<file path="config.mk">
export PLATFORM = sky130hd
export DESIGN_NAME = nmos_pmos_flat
export DESIGN_NICKNAME = d
export VERILOG_FILES = /design/src/rtl/nmos_pmos_pkg.sv /design/src/rtl/nmos_pmos_if.sv /design/src/rtl/nmos_pmos_mos_lane.sv /design/src/rtl/nmos_pmos.sv /design/src/flat_wrapper.sv
export SDC_FILE = /design/constraint.sdc
export NUM_CORES = 1
export LEC_CHECK = 0
export BUFFER_PORTS_ARGS = -buffer_cell sky130_fd_sc_hd__buf_2
export CAP_MARGIN = 20
export CORE_ASPECT_RATIO = 0.6
export CORE_MARGIN = 2
export CORE_UTILIZATION = 43
export DETAILED_ROUTE_END_ITERATION = 10
export PLACE_DENSITY = 0.8
export SYNTH_ARGS = -nofsm -noshare
export SYNTH_HDL_FRONTEND = slang
export SYNTH_SLANG_ARGS = --single-unit
</file>
<file path="constraint.sdc">
create_clock -name clk -period 2.3 [get_ports clk]
set_input_delay 0.345 -clock clk [delete_from_list [all_inputs] [get_ports clk]]
set_output_delay 0.345 -clock clk [all_outputs]
set_load 0.02 [all_outputs]
</file>
<file path="src/rtl/nmos_pmos_pkg.sv">
// Four-state value type and switch/node evaluation functions for nmos_pmos.
package nmos_pmos_pkg;

  typedef enum logic [1:0] {
    L0 = 2'b00,
    L1 = 2'b01,
    LZ = 2'b10,
    LX = 2'b11
  } logic4_t;

  localparam logic [1:0] RESET_LANE = LZ;

  // An unknown gate may or may not conduct, so a driven source becomes X.
  function automatic logic4_t nmos_eval(input logic4_t gate, input logic4_t data);
    logic4_t r;
    case (gate)
      L1:      r = data;
      L0:      r = LZ;
      default: r = (data == LZ) ? LZ : LX;
    endcase
    return r;
  endfunction

  function automatic logic4_t pmos_eval(input logic4_t gate, input logic4_t data);
    logic4_t r;
    case (gate)
      L0:      r = data;
      L1:      r = LZ;
      default: r = (data == LZ) ? LZ : LX;
    endcase
    return r;
  endfunction

  function automatic logic4_t resolve(input logic4_t a, input logic4_t b);
    logic4_t r;
    if (a == LZ)      r = b;
    else if (b == LZ) r = a;
    else if (a == b)  r = a;
    else              r = LX;
    return r;
  endfunction

endpackage

</file>
<file path="src/rtl/nmos_pmos_if.sv">
// Bus bundle for nmos_pmos; contention exists only with NMOS_PMOS_CONTENTION_EN.
interface nmos_pmos_if #(
  parameter int WIDTH = 8
);
  logic               in_valid;
  logic [2*WIDTH-1:0] n_data;
  logic [2*WIDTH-1:0] n_gate;
  logic [2*WIDTH-1:0] p_data;
  logic [2*WIDTH-1:0] p_gate;
  logic               out_valid;
  logic [2*WIDTH-1:0] out;
`ifdef NMOS_PMOS_CONTENTION_EN
  logic [WIDTH-1:0]   contention;

  modport master (output in_valid, n_data, n_gate, p_data, p_gate,
                  input  out_valid, out, contention);
  modport slave  (input  in_valid, n_data, n_gate, p_data, p_gate,
                  output out_valid, out, contention);
`else
  modport master (output in_valid, n_data, n_gate, p_data, p_gate,
                  input  out_valid, out);
  modport slave  (input  in_valid, n_data, n_gate, p_data, p_gate,
                  output out_valid, out);
`endif
endinterface

</file>
<file path="src/rtl/nmos_pmos_mos_lane.sv">
// Combinational single-lane nmos/pmos pair; fight term with NMOS_PMOS_CONTENTION_EN.
module mos_lane
  import nmos_pmos_pkg::*;
(
  input  logic [1:0] n_data_i,
  input  logic [1:0] n_gate_i,
  input  logic [1:0] p_data_i,
  input  logic [1:0] p_gate_i,
`ifdef NMOS_PMOS_CONTENTION_EN
  output logic       fight_o,
`endif
  output logic [1:0] node_o
);

  logic4_t n_out;
  logic4_t p_out;
  logic4_t node;

  always_comb begin
    n_out = nmos_eval(logic4_t'(n_gate_i), logic4_t'(n_data_i));
    p_out = pmos_eval(logic4_t'(p_gate_i), logic4_t'(p_data_i));
    node  = resolve(n_out, p_out);
  end

  assign node_o = node;

`ifdef NMOS_PMOS_CONTENTION_EN
  assign fight_o = (n_out != LZ) && (p_out != LZ) && (node == LX);
`endif

endmodule

</file>
<file path="src/rtl/nmos_pmos.sv">
// Multi-lane registered nmos/pmos node model; NMOS_PMOS_CONTENTION_EN adds contention flags.
module nmos_pmos
  import nmos_pmos_pkg::*;
#(
  parameter int WIDTH = 8
) (
  input logic         clk,
  input logic         rst,
  nmos_pmos_if.slave  bus
);

  logic [2*WIDTH-1:0] node_d;
  logic [2*WIDTH-1:0] out_q;
  logic               out_valid_q;
`ifdef NMOS_PMOS_CONTENTION_EN
  logic [WIDTH-1:0]   fight_d;
  logic [WIDTH-1:0]   contention_q;
`endif

  for (genvar i = 0; i < WIDTH; i++) begin : g_lane
    mos_lane u_lane (
      .n_data_i (bus.n_data[2*i +: 2]),
      .n_gate_i (bus.n_gate[2*i +: 2]),
      .p_data_i (bus.p_data[2*i +: 2]),
      .p_gate_i (bus.p_gate[2*i +: 2]),
`ifdef NMOS_PMOS_CONTENTION_EN
      .fight_o  (fight_d[i]),
`endif
      .node_o   (node_d[2*i +: 2])
    );
  end

  // Reset wins over in_valid; results hold while in_valid is low.
  always_ff @(posedge clk) begin
    if (rst) begin
      out_q        <= {WIDTH{RESET_LANE}};
      out_valid_q  <= 1'b0;
`ifdef NMOS_PMOS_CONTENTION_EN
      contention_q <= '0;
`endif
    end else begin
      out_valid_q <= bus.in_valid;
      if (bus.in_valid) begin
        out_q        <= node_d;
`ifdef NMOS_PMOS_CONTENTION_EN
        contention_q <= fight_d;
`endif
      end
    end
  end

  assign bus.out       = out_q;
  assign bus.out_valid = out_valid_q;
`ifdef NMOS_PMOS_CONTENTION_EN
  assign bus.contention = contention_q;
`endif

endmodule

</file>
<file path="src/flat_wrapper.sv">
// flat-port wrapper written by rule: the top's interface ports become plain ports
module nmos_pmos_flat import nmos_pmos_pkg::*;
#(
  parameter int WIDTH = 8
)
  (clk, rst, bus_in_valid, bus_n_data, bus_n_gate, bus_p_data, bus_p_gate, bus_out_valid, bus_out);
  nmos_pmos_if #(.WIDTH(WIDTH)) bus_i ();
  input logic clk;
  input logic rst;
  input wire logic [$bits(bus_i.in_valid)-1:0] bus_in_valid;
  input wire logic [$bits(bus_i.n_data)-1:0] bus_n_data;
  input wire logic [$bits(bus_i.n_gate)-1:0] bus_n_gate;
  input wire logic [$bits(bus_i.p_data)-1:0] bus_p_data;
  input wire logic [$bits(bus_i.p_gate)-1:0] bus_p_gate;
  output wire logic [$bits(bus_i.out_valid)-1:0] bus_out_valid;
  output wire logic [$bits(bus_i.out)-1:0] bus_out;
  assign bus_i.in_valid = bus_in_valid;
  assign bus_i.n_data = bus_n_data;
  assign bus_i.n_gate = bus_n_gate;
  assign bus_i.p_data = bus_p_data;
  assign bus_i.p_gate = bus_p_gate;
  assign bus_out_valid = bus_i.out_valid;
  assign bus_out = bus_i.out;
  nmos_pmos #(.WIDTH(WIDTH)) u_core (.clk(clk), .rst(rst), .bus(bus_i));
endmodule
</file>
After elaboration in Yosys (flattened, before gate mapping)
Cells that the tools add are included.
{"block": "classes", "mul": 0, "n_bitwise": 0, "eq_ne": 56, "mux": 56, "n_div": 0, "n_shift": 0, "magnitude_cmp": 0, "n_reduce_logical": 16, "n_addsub": 0}
{"cell": "2-bit == test, second input constant", "count": 32}
{"cell": "2-bit one-hot mux with 2 select lines", "count": 16}
{"cell": "2-bit 2-to-1 mux", "count": 24}
{"cell": "2-bit by 1-bit == test with 1-bit output, second input constant", "count": 16}
{"cell": "2-bit zero test", "count": 16}
{"cell": "2-bit == test", "count": 8}
{"cell": "1-bit 2-to-1 mux", "count": 16}
{"block": "totals", "latch_bits": 0, "romBits": 0, "out_inout_bits": 17, "mem_bits_rw": 0, "memories": 0, "wordCells": 130, "register_bits": 17, "in_bits": 67}

Depth between registers and ports, before layout
{"block": "logic_depth", "word_depth": 7, "mapped_depth": 7, "depth_no_buf": 7}

Cells and area by module
From an unflattened synthesis, not the netlist that was laid out.
{"block": "unflattened", "hier_cells": 158, "area_unflattened_um2": 1372.6}
{"mod": "mos_lane", "area_each_um2": 91.3, "cells_per_inst": 13, "instances": 8, "seq_area_each_um2": 0.0}
{"mod": "nmos_pmos", "area_each_um2": 641.9, "cells_per_inst": 54, "instances": 1, "seq_area_each_um2": 340.3}

Worst setup path after synthesis
OpenSTA, ideal clock, no wires.
{"block": "synth_path", "path_kind": "input to register", "start": "input bus_n_gate[5]", "end": "register u_core.out_q[5] (netlist: u_core.bus.out[5])", "path_slack_ps": 553, "setup_ps": 117, "arrival_ps": 1630, "n_path_buf": 0, "cell_stages": 7, "t_required_ps": 2183, "path_cell_list": "or2_1 -> a21oi_1 -> ha_1 -> or3_1 -> a31oi_1 -> a41oi_1 -> o22a_1"}
{"block": "synth_between", "elab_chain_len": 6, "word_cells_on_any_way": 8, "classes_between": "eq/ne (3); mux (4); reduce/logical (1)"}
{"item": "start, declared", "line": "flat_wrapper.sv:12", "source": "input wire logic [$bits(bus_i.n_gate)-1:0] bus_n_gate;"}
{"item": "2-bit by 1-bit == test with 1-bit output / 2-bit zero test (equally long branches)", "line": "nmos_pmos_pkg.sv:16", "source": "case (gate)"}
{"item": "2-bit one-hot mux with 2 select lines *", "line": "nmos_pmos_pkg.sv:16"}
{"item": "2-bit == test", "line": "nmos_pmos_pkg.sv:38", "source": "else if (a == b) r = a;"}
{"item": "2-bit 2-to-1 mux", "line": "nmos_pmos_pkg.sv:38"}
{"item": "2-bit 2-to-1 mux", "line": "nmos_pmos_pkg.sv:37", "source": "else if (b == LZ) r = a;"}
{"item": "2-bit 2-to-1 mux *", "line": "nmos_pmos_pkg.sv:36", "source": "if (a == LZ) r = b;"}
{"item": "end signal, assigned", "line": "nmos_pmos.sv:36", "source": "out_q <= {WIDTH{RESET_LANE}};"}
{"item": "end signal, assigned", "line": "nmos_pmos.sv:44", "source": "out_q <= node_d;"}
{"item": "end, declared", "line": "nmos_pmos.sv:13", "source": "logic [2*WIDTH-1:0] out_q;"}
Every way passes the cells marked *; elsewhere a longest branch is shown, timed or not.
A chain may end at the register's enable or synchronous reset.

Worst setup path after layout
{"block": "layout_path", "start": "input bus_n_gate[9]", "end": "register u_core.out_q[9] (netlist: u_core.bus.out[9])"}
Same word-level chain as after synthesis.

==> results.md <==
- Status: finished, final reports clean
- Global-route wire length before repair: 4780 um
- Clk sink count: 17
- Final setup fails: 0
- RSZ-0062 raised after global routing: false
- Adder-cell share of the synthesized area: approximately 7.5%
- IO Port Bufs: just over 80
- Pre-CTS setup slack: 354 ps
- Reg-to-Reg End: u_core.bus.out[8]
- Diodes inserted: 0
- Root Buffer: clkbuf_8
- HPWL Detailed: roughly 2700 um
- Via-per-instance ratio: 5.08
- Buffer and inverter count on the worst path: 1
- Most common cell after layout, fill and taps aside: buf_2
- Simple-Gate Fraction of Synth Area: about a third
- Crit end category: flip-flop
- Number of H-tree levels: 1
- Reg2reg start: u_core.bus.out[8]
- Fin Clk Skew: 0 ps
- CP max stage cell: or3_1
- Nets: 311
- Top achievable clock speed: about 600 MHz
- Combinational family with the most area after synthesis: simple AND/OR/NAND/NOR gates
- Total global routing overflow: 0
- Cts bufs inserted: 3
- Share of cells above drive strength 1: 41.3%
- Final worst-path cycle share: roughly three quarters
- Top cells by area, synth: dfxtp_1, a21oi_4, ha_1
- Net Count, Synth: between 200 and 250
- Measured slew at the worst slew-check pin: approximately 420 ps
- Tightest Hold Check Type: primary input to flip-flop
- Seq/Total Area, Yosys: between 20 and 30%
- Cell row count: 15
- Detailed Route Iter0 Violations: 48
- Largest area contributor in the netlist: dfxtp_1
- Worst Hold End: u_core.bus.out[0]
- R2R cell count: 2
- Layout Area Growth over Synthesis: 36.3%
- Reg-to-reg slack, setup: roughly 1700 ps
- Leak: between 0.8 and 0.9 nW
- CP cell instances: buf_2, or2_1, a21oi_1, ha_1, or3_1, a31oi_1, a41oi_1, o22a_1
- DR vias: 1407
- Hold buffers post-CTS: 0
- Worst setup path category: primary input to flip-flop
- Max-slew violation count: 0
- Post-CTS setup buffers: 0
- CTS max path bufs: 2
- Util after Layout: a little over 60%
- Register bit total from synthesis: 17
- Final Cell Area: around 1800 sq um
- Delay-heaviest family, CP: compound AO/OA/AOI/OAI gates
- GPL Wtd Cong: 0.712
- Yosys top cell area share: 25.6%
- Chip height: about 47 um
- Most frequent cells in the layout: buf_2, dfxtp_1, or3_1, nor2_1, nand2b_1
- CP startpoint kind: primary input
- Worst EP required: 2440 ps
- Setup TNS: 0 ps
- Post-Synth XOR/XNOR Area: 0%
- Mapped Area: between 1000 and 1500 sq um
- Max IR drop VDD: 0.000251 V
- Pre-antenna DRT Iters: 4
- WL/cell: roughly 11 um
- Top-level I/O count: 84
- Placement Cell Area: roughly 1800 sq um
- Die Area: 3570 sq um
- Distinct cells, synth: 23
- Die width: between 70 and 80 um
- Slew HR: 72.2%
- Max incr delay on CP: slightly above 300 ps
- Post-route minimum period: approximately 1700 ps
- Final ANT Viol Nets: 0
- Post-Syn Instances: 153
- DRC: 0
- Yosys warns: 0
- Compound-gate portion of the synthesized area: between 30% and 40%
- TritonCTS clock tree: done
- CP Max Fanout: 4
- Initial antenna violation count: 0
- Min-Delay Path Depth: 2
- Final setup margin: 607 ps
- Vias in the first global route: 1188
- Starting density of the core: between 40% and 50%
- GRT Total Usage: roughly 18%
- Core area: roughly 2900 sq um
- Power per cell area: ~430 nW/um^2
- Clock transition at the registers of the reported paths: 60 ps
- Clock Latency Late Sink: roughly 240 ps
- HP Start: rst
- Post-Route WL: ~3100 um
- Post-synthesis mux area share: 0%
- Post-synthesis area per instance: approximately 8.7 sq um
- Endpoints failing hold: 0
- Largest net degree at the start of global routing: 19
- Critical Path AT: between 1500 and 2000 ps
- Cts repair resizes: 0
- Max_cap viols: 0
[metal layers]
metal  global-route usage (%)  vias up  routed length [um]
met1                     23.8      621                1550
met4                     2.11        0                   0
met3                     6.01        0                 239
met2                     28.8       46                1360
met5                        0        -                   0
li1                         -      740                   -
[synth_stat cells (all sizes together)]
cell type  number
dfxtp          17
a21oi          16
nor2           16
or3            16
nand2b          9
or2             9
a211oi          8
a31oi           8
a41oi           8
and2b           8
ha              8
nor2b           8
o22a            8
or2b            8
buf             3
clkbuf          2
inv             1
[per-stage QoR]
step           cells  power (mW)  hold WS, ps
2_1_floorplan    153       0.464          549
4_1_cts          277       0.787          405
5_1_grt          277       0.833          422
6_report         277       0.776          413
3_5_place_dp     273       0.570          471
3_3_place_gp     273       0.565          461
[cell type report]
| cell class | instances | area (sq um) |
|---|---|---|
| timing repair buffer | 83 | 415 |
| inverter | 1 | 3.75 |
| fill | 290 | 1090 |
| sequential | 17 | 340 |
| tap | 42 | 52.6 |
| multi-input combinational | 130 | 957 |
| clock buffer | 4 | 45.0 |
[report_power, final]
part           switching [mW]  internal [mW]
Clock                  0.0912          0.123
Combinational           0.125          0.118
Sequential            0.00742          0.311
Total                   0.224          0.552
[state kept, by name, indices dropped and copies added (netlist names)]
signal / flops
u_core.bus.out: 16
u_core.bus.out_valid: 1
[kinds of logic after synthesis]
family,Yosys count
and+or+nand+nor,74
buffers and inverters,6
DFF,17
AOI/OAI and AO/OA,48
adders and majority gates,8
[worst max path at each step]
stage                     slack [ps]          start  depth (start not counted)                 to
after detailed placement         350  bus_n_gate[5]                          8  u_core.bus.out[5]
after CTS                        610  bus_n_gate[5]                          8  u_core.bus.out[5]
after global routing             500  bus_n_gate[1]                          8  u_core.bus.out[1]
after global placement           370  bus_n_gate[3]                          8  u_core.bus.out[3]
after floorplan                  550  bus_n_gate[5]                          7  u_core.bus.out[5]
final                            610  bus_n_gate[9]                          8  u_core.bus.out[9]
Note: power is estimated with default switching activity, not from simulation.
